<file path="config.mk">
export PLATFORM = sky130hd
export DESIGN_NAME = trdb_output_arbiter_flat
export DESIGN_NICKNAME = d
export VERILOG_FILES = /design/src/rtl/trdb_output_arbiter_if.sv /design/src/rtl/trdb_output_arbiter.sv /design/src/flat_wrapper.sv
export SDC_FILE = /design/constraint.sdc
export NUM_CORES = 1
export LEC_CHECK = 0
export CORE_UTILIZATION = 30
export CTS_CLUSTER_DIAMETER = 50
export DETAILED_ROUTE_END_ITERATION = 7
export PLACE_DENSITY = 0.47
export SLEW_MARGIN = 0
export SYNTH_ARGS = -nofsm -noshare
export SYNTH_HDL_FRONTEND = slang
export SYNTH_SLANG_ARGS = --single-unit
</file>
<file path="constraint.sdc">
create_clock -name clk_i -period 2.5 [get_ports clk_i]
set_input_delay 0.375 -clock clk_i [delete_from_list [all_inputs] [get_ports clk_i]]
set_output_delay 0.375 -clock clk_i [all_outputs]
set_load 0.05 [all_outputs]
</file>
<file path="src/rtl/trdb_output_arbiter_if.sv">
// Word-stream bundle of the trace debugger output arbiter: trace source,
// software-dump source and the merged stream towards the uDMA.
// The master modport is the arbiter's view; slave is the environment's view.
interface trdb_output_arbiter_if #(
    parameter int unsigned XLEN = 32
);
    logic [XLEN-1:0] trace_word_i;
    logic            trace_valid_i;
    logic            trace_grant_o;
    logic [XLEN-1:0] sw_word_i;
    logic            sw_valid_i;
    logic [XLEN-1:0] word_o;
    logic            word_src_o;
    logic            word_valid_o;
    logic            word_ready_i;

    modport master (
        input  trace_word_i, trace_valid_i, sw_word_i, sw_valid_i, word_ready_i,
        output trace_grant_o, word_o, word_src_o, word_valid_o
    );

    modport slave (
        output trace_word_i, trace_valid_i, sw_word_i, sw_valid_i, word_ready_i,
        input  trace_grant_o, word_o, word_src_o, word_valid_o
    );
endinterface

</file>
<file path="src/rtl/trdb_output_arbiter.sv">
// trdb_output_arbiter: merges trace packet words and software-dump words into a
// single registered word stream. Trace normally wins; after MAX_BURST trace
// words with a dump waiting, the dump FIFO gets the next slot. An IDLE/RUN/DRAIN
// FSM sequences enable and empties the dump FIFO after tracing is switched off.
// Build macro TRDB_SW_HEADER_EN: each dump goes out as a header word
// {8'hFF, 8'h00, seq[15:0]} followed by its payload, never split by trace.
module trdb_output_arbiter #(
    parameter int unsigned XLEN          = 32,
    parameter int unsigned SW_FIFO_DEPTH = 4,
    parameter int unsigned MAX_BURST     = 8
) (
    input  logic                  clk_i,
    input  logic                  rst_ni,
    input  logic                  enable_i,
    input  logic                  clr_i,
    trdb_output_arbiter_if.master bus,
    output logic                  busy_o,
    output logic [15:0]           sw_dropped_o
);
    localparam int unsigned PTR_W   = $clog2(SW_FIFO_DEPTH);
    localparam int unsigned CNT_W   = $clog2(SW_FIFO_DEPTH + 1);
    localparam int unsigned BURST_W = $clog2(MAX_BURST + 1);
    localparam logic [CNT_W-1:0]   FIFO_FULL = CNT_W'(SW_FIFO_DEPTH);
    localparam logic [BURST_W-1:0] BURST_LIM = BURST_W'(MAX_BURST);

    typedef enum logic [1:0] {
        ST_IDLE  = 2'd0,
        ST_RUN   = 2'd1,
        ST_DRAIN = 2'd2
    } state_e;

    state_e              state_q, state_d;
    logic [XLEN-1:0]     fifo_mem_q [SW_FIFO_DEPTH];
    logic [PTR_W-1:0]    wr_ptr_q, rd_ptr_q;
    logic [CNT_W-1:0]    fifo_cnt_q, fifo_cnt_d;
    logic [BURST_W-1:0]  burst_q, burst_d;
    logic [15:0]         dropped_q, dropped_d;
    logic [XLEN-1:0]     word_q, word_d;
    logic                src_q, src_d;
    logic                valid_q, valid_d;

    logic                fifo_empty_s, fifo_full_s, can_load_s, trace_ok_s;
    logic                sw_force_s, take_trace_s, take_sw_s, pop_s;
    logic                push_req_s, push_s, drop_s;
    logic [XLEN-1:0]     sw_out_s;

`ifdef TRDB_SW_HEADER_EN
    logic                hdr_pend_q, hdr_pend_d;
    logic [15:0]         seq_q, seq_d;
`endif

    // Arbitration between trace and the dump FIFO at each output load opportunity.
    always_comb begin
        fifo_empty_s = (fifo_cnt_q == CNT_W'(0));
        fifo_full_s  = (fifo_cnt_q == FIFO_FULL);
        can_load_s   = !valid_q || bus.word_ready_i;
        // Dropping enable blocks the trace grant in the very cycle it is seen.
        trace_ok_s   = bus.trace_valid_i && (state_q == ST_RUN) && enable_i;
`ifdef TRDB_SW_HEADER_EN
        // A header already sent forces its payload next, so a dump is never split.
        sw_force_s   = !fifo_empty_s && (hdr_pend_q || (burst_q == BURST_LIM));
`else
        sw_force_s   = !fifo_empty_s && (burst_q == BURST_LIM);
`endif
        take_trace_s = can_load_s && trace_ok_s && !sw_force_s;
        take_sw_s    = can_load_s && !fifo_empty_s && !take_trace_s;
`ifdef TRDB_SW_HEADER_EN
        pop_s        = take_sw_s && hdr_pend_q;
        sw_out_s     = hdr_pend_q ? fifo_mem_q[rd_ptr_q] : XLEN'({8'hFF, 8'h00, seq_q});
`else
        pop_s        = take_sw_s;
        sw_out_s     = fifo_mem_q[rd_ptr_q];
`endif
        // In IDLE a pulse only counts if enable is already up.
        push_req_s   = bus.sw_valid_i && ((state_q != ST_IDLE) || enable_i);
        push_s       = push_req_s && (!fifo_full_s || pop_s);
        drop_s       = push_req_s && fifo_full_s && !pop_s;
    end

    // FIFO occupancy next value.
    always_comb begin
        fifo_cnt_d = fifo_cnt_q;
        case ({push_s, pop_s})
            2'b10:   fifo_cnt_d = fifo_cnt_q + CNT_W'(1);
            2'b01:   fifo_cnt_d = fifo_cnt_q - CNT_W'(1);
            default: fifo_cnt_d = fifo_cnt_q;
        endcase
    end

    // Output register next value: load when free or accepted, otherwise hold.
    always_comb begin
        word_d  = word_q;
        src_d   = src_q;
        valid_d = valid_q;
        if (take_trace_s) begin
            word_d  = bus.trace_word_i;
            src_d   = 1'b0;
            valid_d = 1'b1;
        end else if (take_sw_s) begin
            word_d  = sw_out_s;
            src_d   = 1'b1;
            valid_d = 1'b1;
        end else if (can_load_s) begin
            valid_d = 1'b0;
        end else begin
            valid_d = valid_q;
        end
    end

    // Burst counter: trace words taken back-to-back while a dump waits.
    always_comb begin
        burst_d = burst_q;
        if (pop_s) begin
            burst_d = BURST_W'(0);
        end else if (take_trace_s && fifo_empty_s) begin
            burst_d = BURST_W'(0);
        end else if (take_trace_s && (burst_q != BURST_LIM)) begin
            burst_d = burst_q + BURST_W'(1);
        end else begin
            burst_d = burst_q;
        end
    end

    // Saturating drop counter; a drop coinciding with clear counts as one.
    always_comb begin
        dropped_d = dropped_q;
        if (clr_i) begin
            dropped_d = drop_s ? 16'd1 : 16'd0;
        end else if (drop_s && (dropped_q != 16'hFFFF)) begin
            dropped_d = dropped_q + 16'd1;
        end else begin
            dropped_d = dropped_q;
        end
    end

    // FSM next state: DRAIN leaves once the FIFO is empty and the last word goes.
    always_comb begin
        state_d = state_q;
        case (state_q)
            ST_IDLE: begin
                if (enable_i) state_d = ST_RUN;
                else          state_d = ST_IDLE;
            end
            ST_RUN: begin
                if (!enable_i) state_d = ST_DRAIN;
                else           state_d = ST_RUN;
            end
            ST_DRAIN: begin
                if (enable_i)                                             state_d = ST_RUN;
                else if (fifo_empty_s && (!valid_q || bus.word_ready_i)) state_d = ST_IDLE;
                else                                                      state_d = ST_DRAIN;
            end
            default: state_d = ST_IDLE;
        endcase
    end

    // FSM, output register and counters.
    always_ff @(posedge clk_i or negedge rst_ni) begin
        if (!rst_ni) begin
            state_q   <= ST_IDLE;
            word_q    <= {XLEN{1'b0}};
            src_q     <= 1'b0;
            valid_q   <= 1'b0;
            burst_q   <= BURST_W'(0);
            dropped_q <= 16'd0;
        end else begin
            state_q   <= state_d;
            word_q    <= word_d;
            src_q     <= src_d;
            valid_q   <= valid_d;
            burst_q   <= burst_d;
            dropped_q <= dropped_d;
        end
    end

    // Dump FIFO storage and pointers; pointers wrap because depth is a power of two.
    always_ff @(posedge clk_i or negedge rst_ni) begin
        if (!rst_ni) begin
            for (int i = 0; i < int'(SW_FIFO_DEPTH); i++) begin
                fifo_mem_q[i] <= {XLEN{1'b0}};
            end
            wr_ptr_q   <= PTR_W'(0);
            rd_ptr_q   <= PTR_W'(0);
            fifo_cnt_q <= CNT_W'(0);
        end else begin
            if (push_s) begin
                fifo_mem_q[wr_ptr_q] <= bus.sw_word_i;
                wr_ptr_q             <= wr_ptr_q + PTR_W'(1);
            end
            if (pop_s) begin
                rd_ptr_q <= rd_ptr_q + PTR_W'(1);
            end
            fifo_cnt_q <= fifo_cnt_d;
        end
    end

`ifdef TRDB_SW_HEADER_EN
    // Header phase: the header leaves first, the payload pop closes the dump.
    always_comb begin
        hdr_pend_d = hdr_pend_q;
        seq_d      = seq_q;
        if (take_sw_s && !hdr_pend_q) begin
            hdr_pend_d = 1'b1;
            seq_d      = seq_q + 16'd1;
        end else if (pop_s) begin
            hdr_pend_d = 1'b0;
        end else begin
            hdr_pend_d = hdr_pend_q;
        end
    end

    // Header phase flag and dump sequence number.
    always_ff @(posedge clk_i or negedge rst_ni) begin
        if (!rst_ni) begin
            hdr_pend_q <= 1'b0;
            seq_q      <= 16'd0;
        end else begin
            hdr_pend_q <= hdr_pend_d;
            seq_q      <= seq_d;
        end
    end
`endif

    assign bus.trace_grant_o = take_trace_s;
    assign bus.word_o        = word_q;
    assign bus.word_src_o    = src_q;
    assign bus.word_valid_o  = valid_q;
    assign busy_o            = !fifo_empty_s || valid_q;
    assign sw_dropped_o      = dropped_q;
endmodule
</file>
<file path="src/flat_wrapper.sv">
// flat-port wrapper written by rule: the top's interface ports become plain ports
module trdb_output_arbiter_flat 
#(
    parameter int unsigned XLEN          = 32,
    parameter int unsigned SW_FIFO_DEPTH = 4,
    parameter int unsigned MAX_BURST     = 8
)
  (clk_i, rst_ni, enable_i, clr_i, busy_o, sw_dropped_o, bus_trace_word_i, bus_trace_valid_i, bus_sw_word_i, bus_sw_valid_i, bus_word_ready_i, bus_trace_grant_o, bus_word_o, bus_word_src_o, bus_word_valid_o);
  trdb_output_arbiter_if #(.XLEN(XLEN)) bus_i ();
  input  logic clk_i;
  input  logic rst_ni;
  input  logic enable_i;
  input  logic clr_i;
  output logic busy_o;
  output logic [15:0] sw_dropped_o;
  input wire logic [$bits(bus_i.trace_word_i)-1:0] bus_trace_word_i;
  input wire logic [$bits(bus_i.trace_valid_i)-1:0] bus_trace_valid_i;
  input wire logic [$bits(bus_i.sw_word_i)-1:0] bus_sw_word_i;
  input wire logic [$bits(bus_i.sw_valid_i)-1:0] bus_sw_valid_i;
  input wire logic [$bits(bus_i.word_ready_i)-1:0] bus_word_ready_i;
  output wire logic [$bits(bus_i.trace_grant_o)-1:0] bus_trace_grant_o;
  output wire logic [$bits(bus_i.word_o)-1:0] bus_word_o;
  output wire logic [$bits(bus_i.word_src_o)-1:0] bus_word_src_o;
  output wire logic [$bits(bus_i.word_valid_o)-1:0] bus_word_valid_o;
  assign bus_i.trace_word_i = bus_trace_word_i;
  assign bus_i.trace_valid_i = bus_trace_valid_i;
  assign bus_i.sw_word_i = bus_sw_word_i;
  assign bus_i.sw_valid_i = bus_sw_valid_i;
  assign bus_i.word_ready_i = bus_word_ready_i;
  assign bus_trace_grant_o = bus_i.trace_grant_o;
  assign bus_word_o = bus_i.word_o;
  assign bus_word_src_o = bus_i.word_src_o;
  assign bus_word_valid_o = bus_i.word_valid_o;
  trdb_output_arbiter #(.XLEN(XLEN), .SW_FIFO_DEPTH(SW_FIFO_DEPTH), .MAX_BURST(MAX_BURST)) u_core (.clk_i(clk_i), .rst_ni(rst_ni), .enable_i(enable_i), .clr_i(clr_i), .bus(bus_i), .busy_o(busy_o), .sw_dropped_o(sw_dropped_o));
endmodule
</file>
; Word level (Yosys, flattened, before mapping)
; Index checks and enable logic that the tools add are counted.
[op_classes]
n_addsub = 6
order_cmp = 3
n_eq_ne = 8
mux = 25
bitwise_logic = 2
reduce_logical = 34
[op_table]
columns = cell, n
row1 = two-way mux 32 bit, 5
row2 = bitwise mux 128 bit, 1
row3 = binary-select mux 32 bit (select 2 bit), 1
row4 = demux 32 bit (select 2 bit), 1
row5 = two-way mux 16 bit, 2
row6 = "adder 16 x 1 -> 16 bit, second input constant", 1
row7 = logical AND 1 bit, 16
row8 = "!= test 16 bit, second input constant", 1
row9 = two-way mux 4 bit, 3
row10 = nonzero test 2 bit, 4
row11 = two-way mux 1 bit, 7
row12 = "greater-or-equal comparator 3 bit, second input constant", 2
row13 = logical NOT 1 bit, 6
row14 = two-way mux 2 bit, 3
row15 = inverter 2 -> 3 bit, 2
row16 = one-hot mux 2 bit (3 select lines), 1
row17 = one-hot mux 3 bit (2 select lines), 1
row18 = nonzero test 3 bit, 2
row19 = "adder 2 x 1 -> 2 bit, second input constant", 2
row20 = "adder 4 x 1 -> 4 bit, second input constant", 1
row21 = "equality test 2 x 1 -> 1 bit, second input constant", 2
row22 = "equality test 2 bit, second input constant", 2
row23 = "equality test 4 bit, second input constant", 1
row24 = logical OR 1 bit, 4
row25 = other kinds (7), 7
[word_totals]
reg_bits = 191
in_bits = 71

; Longest topological paths before layout
[depth]
ltp_word = 12
mapped_depth = 14

; Worst setup path before layout
; OpenSTA, ideal clock, no wires.
[synth_timing]
path_kind = register -> register
start = register u_core.valid_q (netlist: u_core.bus.word_valid_o)
end = register u_core.fifo_cnt_q[2]
setup_ps = 79
arrival_time_ps = 2729
t_required_ps = 2421
path_slack_ps = -308
stages_incl_launch_ff = 13
path_buffers = 3
period_less_slack_ps = 2808
cell_sequence = dfrtp_1 nor2b_1 a211o_1 buf_6 inv_1 buf_2 buf_1 ha_1 inv_1 fa_1 xor2_1 nor2_1 xor2_1
[synth_via]
elab_chain_len = 10
elab_cells_between_ends = 13
cone_classes = 2 x eq/ne / 1 x mux / 10 x reduce/logical
[synth_lines]
columns = item, line
row1 = start: declaration, trdb_output_arbiter.sv:40  ; logic valid_q, valid_d;
row2 = start signal: assignment, trdb_output_arbiter.sv:170  ; valid_q <= valid_d;
row3 = logical NOT 1 bit (*), trdb_output_arbiter.sv:56  ; can_load_s = !valid_q || bus.word_ready_i;
row4 = logical OR 1 bit (*), trdb_output_arbiter.sv:56
row5 = logical AND 1 bit (2 in series), trdb_output_arbiter.sv:65  ; take_trace_s = can_load_s && trace_ok_s && !sw_force_s;
row6 = logical NOT 1 bit, trdb_output_arbiter.sv:66  ; take_sw_s = can_load_s && !fifo_empty_s && !take_trace_s;
row7 = logical AND 1 bit (*), trdb_output_arbiter.sv:66
row8 = named net u_core.pop_s, trdb_output_arbiter.sv:43  ; logic sw_force_s, take_trace_s, take_sw_s, pop_s;
row9 = logical OR 1 bit, trdb_output_arbiter.sv:76  ; push_s = push_req_s && (!fifo_full_s || pop_s);
row10 = logical AND 1 bit, trdb_output_arbiter.sv:76
row11 = equality test 2 x 1 -> 1 bit / equality test 2 bit (equally long branches), trdb_output_arbiter.sv:83  ; case ({push_s, pop_s})
row12 = one-hot mux 3 bit (2 select lines) / nonzero test 2 bit (equally long branches), --
row13 = end signal: assignment, trdb_output_arbiter.sv:193  ; fifo_cnt_q <= fifo_cnt_d;
row14 = end: declaration, trdb_output_arbiter.sv:35  ; logic [CNT_W-1:0] fifo_cnt_q, fifo_cnt_d;
; Mark *: on every way through the listed nets, which the timed path passes. The rest lies on a longest branch.
; A chain may end at the register's enable or synchronous reset.

; Worst setup path in the final report
[layout_timing]
start = register u_core.burst_q[0]
end = output bus_trace_grant_o
[layout_via]
elab_chain_len = 4
[layout_lines]
columns = item, line
row1 = start: declaration, trdb_output_arbiter.sv:36  ; logic [BURST_W-1:0] burst_q, burst_d;
row2 = start signal: assignment, trdb_output_arbiter.sv:171  ; burst_q <= burst_d;
row3 = equality test 4 bit, trdb_output_arbiter.sv:63  ; sw_force_s = !fifo_empty_s && (burst_q == BURST_LIM);
row4 = logical AND 1 bit, trdb_output_arbiter.sv:63
row5 = logical NOT 1 bit, trdb_output_arbiter.sv:65
row6 = logical AND 1 bit, trdb_output_arbiter.sv:65
row7 = end: declaration, flat_wrapper.sv:21  ; output wire logic [$bits(bus_i.trace_grant_o)-1:0] bus_trace_grant_o;
; No other way between the ends.

==> out/qor.csv <==
metric,value,unit
CTS tree,done,
largest area contributor in the netlist,dfrtp_1,
post-synth top area share,0.515,
GRT Overall Usage,0.149,
Post-synth top flop,dfrtp_1,
via-per-instance ratio,4.78,
GP Congestion,0.793,
CP max FO,17,
Area Overhead vs Synth,27.3,%
most numerous cell in the Yosys netlist,dfrtp_1,
Most Frequent Cell on Critical Path,buf_12,
Worst-path clk slew,0.07,ns
DR vias,5644,
Core ar.,30500,um^2
TritonRoute pass-1 iters,8,
Crit Path Class,register to primary output,
Max Fclk,416,MHz
Final Max Slew Viols,0,
Die ar.,31600,um^2
Die Span Y,178,um
clk_skew,0.0188,ns
Avg WL per Cell,18.8,um
min Tclk post-route,2.40,ns
Mapped Area,9280,um^2
Reg2Reg Setup Slack,0.15,ns
Longest Clk Path Bufs,2,
Synth area leaders,"dfrtp_1, mux2_4, mux4_2",
Final Cycle Share,0.961,
violated checks,design-rule violations,
DRC Markers,2,
total wire length,22100,um
VDD IR-drop max,519,uV
antenna violations before repair,0,
"top cells by count, synth","dfrtp_1, mux2_4, inv_1",
Placed Instance Area,11200,um^2
"Distinct cells, synth",49,
"CP delay by family, top",buffers and inverters,
CP cell instances,"inv_1, ha_1, nand3b_1, buf_4, nor2_1, nor3_4, buf_12, buf_12",
unrepaired setup endpoints after global routing,no,
post-CTS setup buffer count,0,
Buf/Inv on CP,4,
Leak Pwr,5.10,nW
area occupied by multi-input gates,3970,um^2
final setup fails,0,
Starting Density,0.304,
RR Startpoint,u_core.burst_q[0],
"Net Count, Synth",693,
Final HPWL DP,15500,um
die width,178,um
Seq. cell area,4780,um^2
sequential fraction of the synthesis area,0.515,
Port Buffer Count,122,
clk sinks,191,
share of layout cells above drive strength 1,0.337,
fillers,2809,
Final Non-Filler Cells,1180,
Worst Setup Start Kind,register,
"Clk Latency, worst-skew pair",0.44,ns
"slowest stage delay, CP",0.42,ns
synthesized area per cell,15.1,um^2
Site Rows,64,
num ports,123,
YS warnings,0,
PwrDens,1240,nW/um^2
Min-Delay Path Class,primary input to async pin,
Worst path slowest cell,dfrtp_1,
Iteration-0 DRC Markers,469,
CTS HTree Levels,4,
Routed Antenna Nets,0,
Synth Instances,613,
largest net degree at the start of global routing,57,
endpoints failing hold,0,
"Async S/R FF share, synth",1.00,
grt ovf,0,
Final nets,851,
vias in the first global route,6111,
measured slew at the worst slew-check pin,0.562,ns
crit path capture type,primary output,
hold slack,0.469,ns
Max transition margin,0.624,
Register-to-Register Path Depth,9,
first-pass GRT wire length,35800,um
clk root buf,clkbuf_16,
Post-synth EDFFs,0,
run status,"finished, violations left",
RR Endpoint,u_core.fifo_mem_q[6],
critical path required time,2.12,ns
fin area,11800,um^2
TritonCTS buffer count,17,
worst path arrival time,2.03,ns
antenna cells,0,
dpl cells,1147,
Max Cap Viol,0,
Seq cells post-synth,191,
worst register-to-register path, stage by stage (launching register included):
cell	delay (ns)
dfrtp_1	0.43
inv_1	0.08
ha_1	0.14
nand3b_1	0.13
a211o_4	0.39
a41oi_4	0.18
buf_4	0.19
and2_4	0.22
buf_12	0.17
mux2_4	0.31
worst max path at each step:
| stage | startpoint | cells after the start | to |
|---|---|---|---|
| 4_1_cts | u_core.burst_q[0] | 8 | bus_trace_grant_o |
| 2_1_floorplan | u_core.bus.word_valid_o | 12 | u_core.fifo_cnt_q[2] |
| 5_1_grt | u_core.burst_q[0] | 8 | bus_trace_grant_o |
| 3_5_place_dp | enable_i | 9 | u_core.sw_dropped_o[11] |
| 6_report | u_core.burst_q[0] | 8 | bus_trace_grant_o |
| 3_3_place_gp | enable_i | 9 | u_core.sw_dropped_o[11] |
final cells by class:
cell class                 instances  area share
sequential                       191       0.405
multi-input combinational        341       0.336
timing repair buffer             176       0.154
tap                              396      0.0419
clock buffer                      19      0.0383
inverter                          44      0.0140
clock inverter                    13      0.0103
cells by family after synthesis:
| logic type | Yosys count | synth area share |
|---|---|---|
| AND/OR/NAND/NOR | 95 | 0.0589 |
| XOR/XNOR | 12 | 0.0113 |
| AO/OA/AOI/OAI | 59 | 0.0533 |
| multiplexers | 166 | 0.288 |
| adder cells (fa/ha/maj) | 9 | 0.0129 |
| buffers and inverters | 81 | 0.0599 |
| flip-flops | 191 | 0.515 |
layer usage:
metal | up-vias | routed length (um) | global-route usage
li1 | 2582 | - | -
met4 | 0 | 388 | 0.0531
met5 | - | 0 | 0
met3 | 20 | 671 | 0.0261
met1 | 2935 | 10100 | 0.199
met2 | 107 | 11000 | 0.243
where the power goes:
group | leakage (nW) | switching (mW) | internal (mW)
combinational | 2.50 | 2.89 | 3.68
clock | 0.275 | 1.31 | 1.37
sequential | 2.33 | 0.882 | 4.49
metrics by stage:
stage	util	TNS, ns	setup WS [ns]	power [mW]
finish	0.387	0	0.0977	14.6
CTS	0.387	0	0.0200	14.8
detailed placement	0.367	-33.88	-0.268	12.1
global placement	0.367	-26.83	-0.240	11.8
floorplan	-	0	0.0000331	10.1
global route	0.387	0	0.00214	15.5
state kept, by name, indices dropped and copies added (netlist names):
signal                   count
u_core.wr_ptr_q              2
u_core.fifo_cnt_q            3
u_core.rd_ptr_q              2
u_core.state_q               2
u_core.bus.word_src_o        1
u_core.bus.word_o           32
u_core.sw_dropped_o         16
u_core.burst_q               4
u_core.fifo_mem_q          128
u_core.bus.word_valid_o      1
placed cells by master (no fill, tap or decap), drive strengths merged, types with 6 or more instances in the layout:
cell,n
mux4,32
buf,54
clkbuf,20
and2,6
nor2b,6
nand2b,7
mux2,131
a222oi,30
nand4,8
ha,8
nand2,14
clkdlybuf4s50,119
o21ai,16
nor2,20
xnor2,7
inv,49
dfrtp,191
nand3,10
timing repair:
| action | in CTS | in global routing |
|---|---|---|
| hold buffers | 1 | 0 |
| endpoints found under the hold margin | 52 | 0 |
| pin swaps | 0 | 2 |
| resized for setup | 1 | 2 |
| setup endpoints to repair | 1 | 113 |
Power figures use the tool's default switching activity.
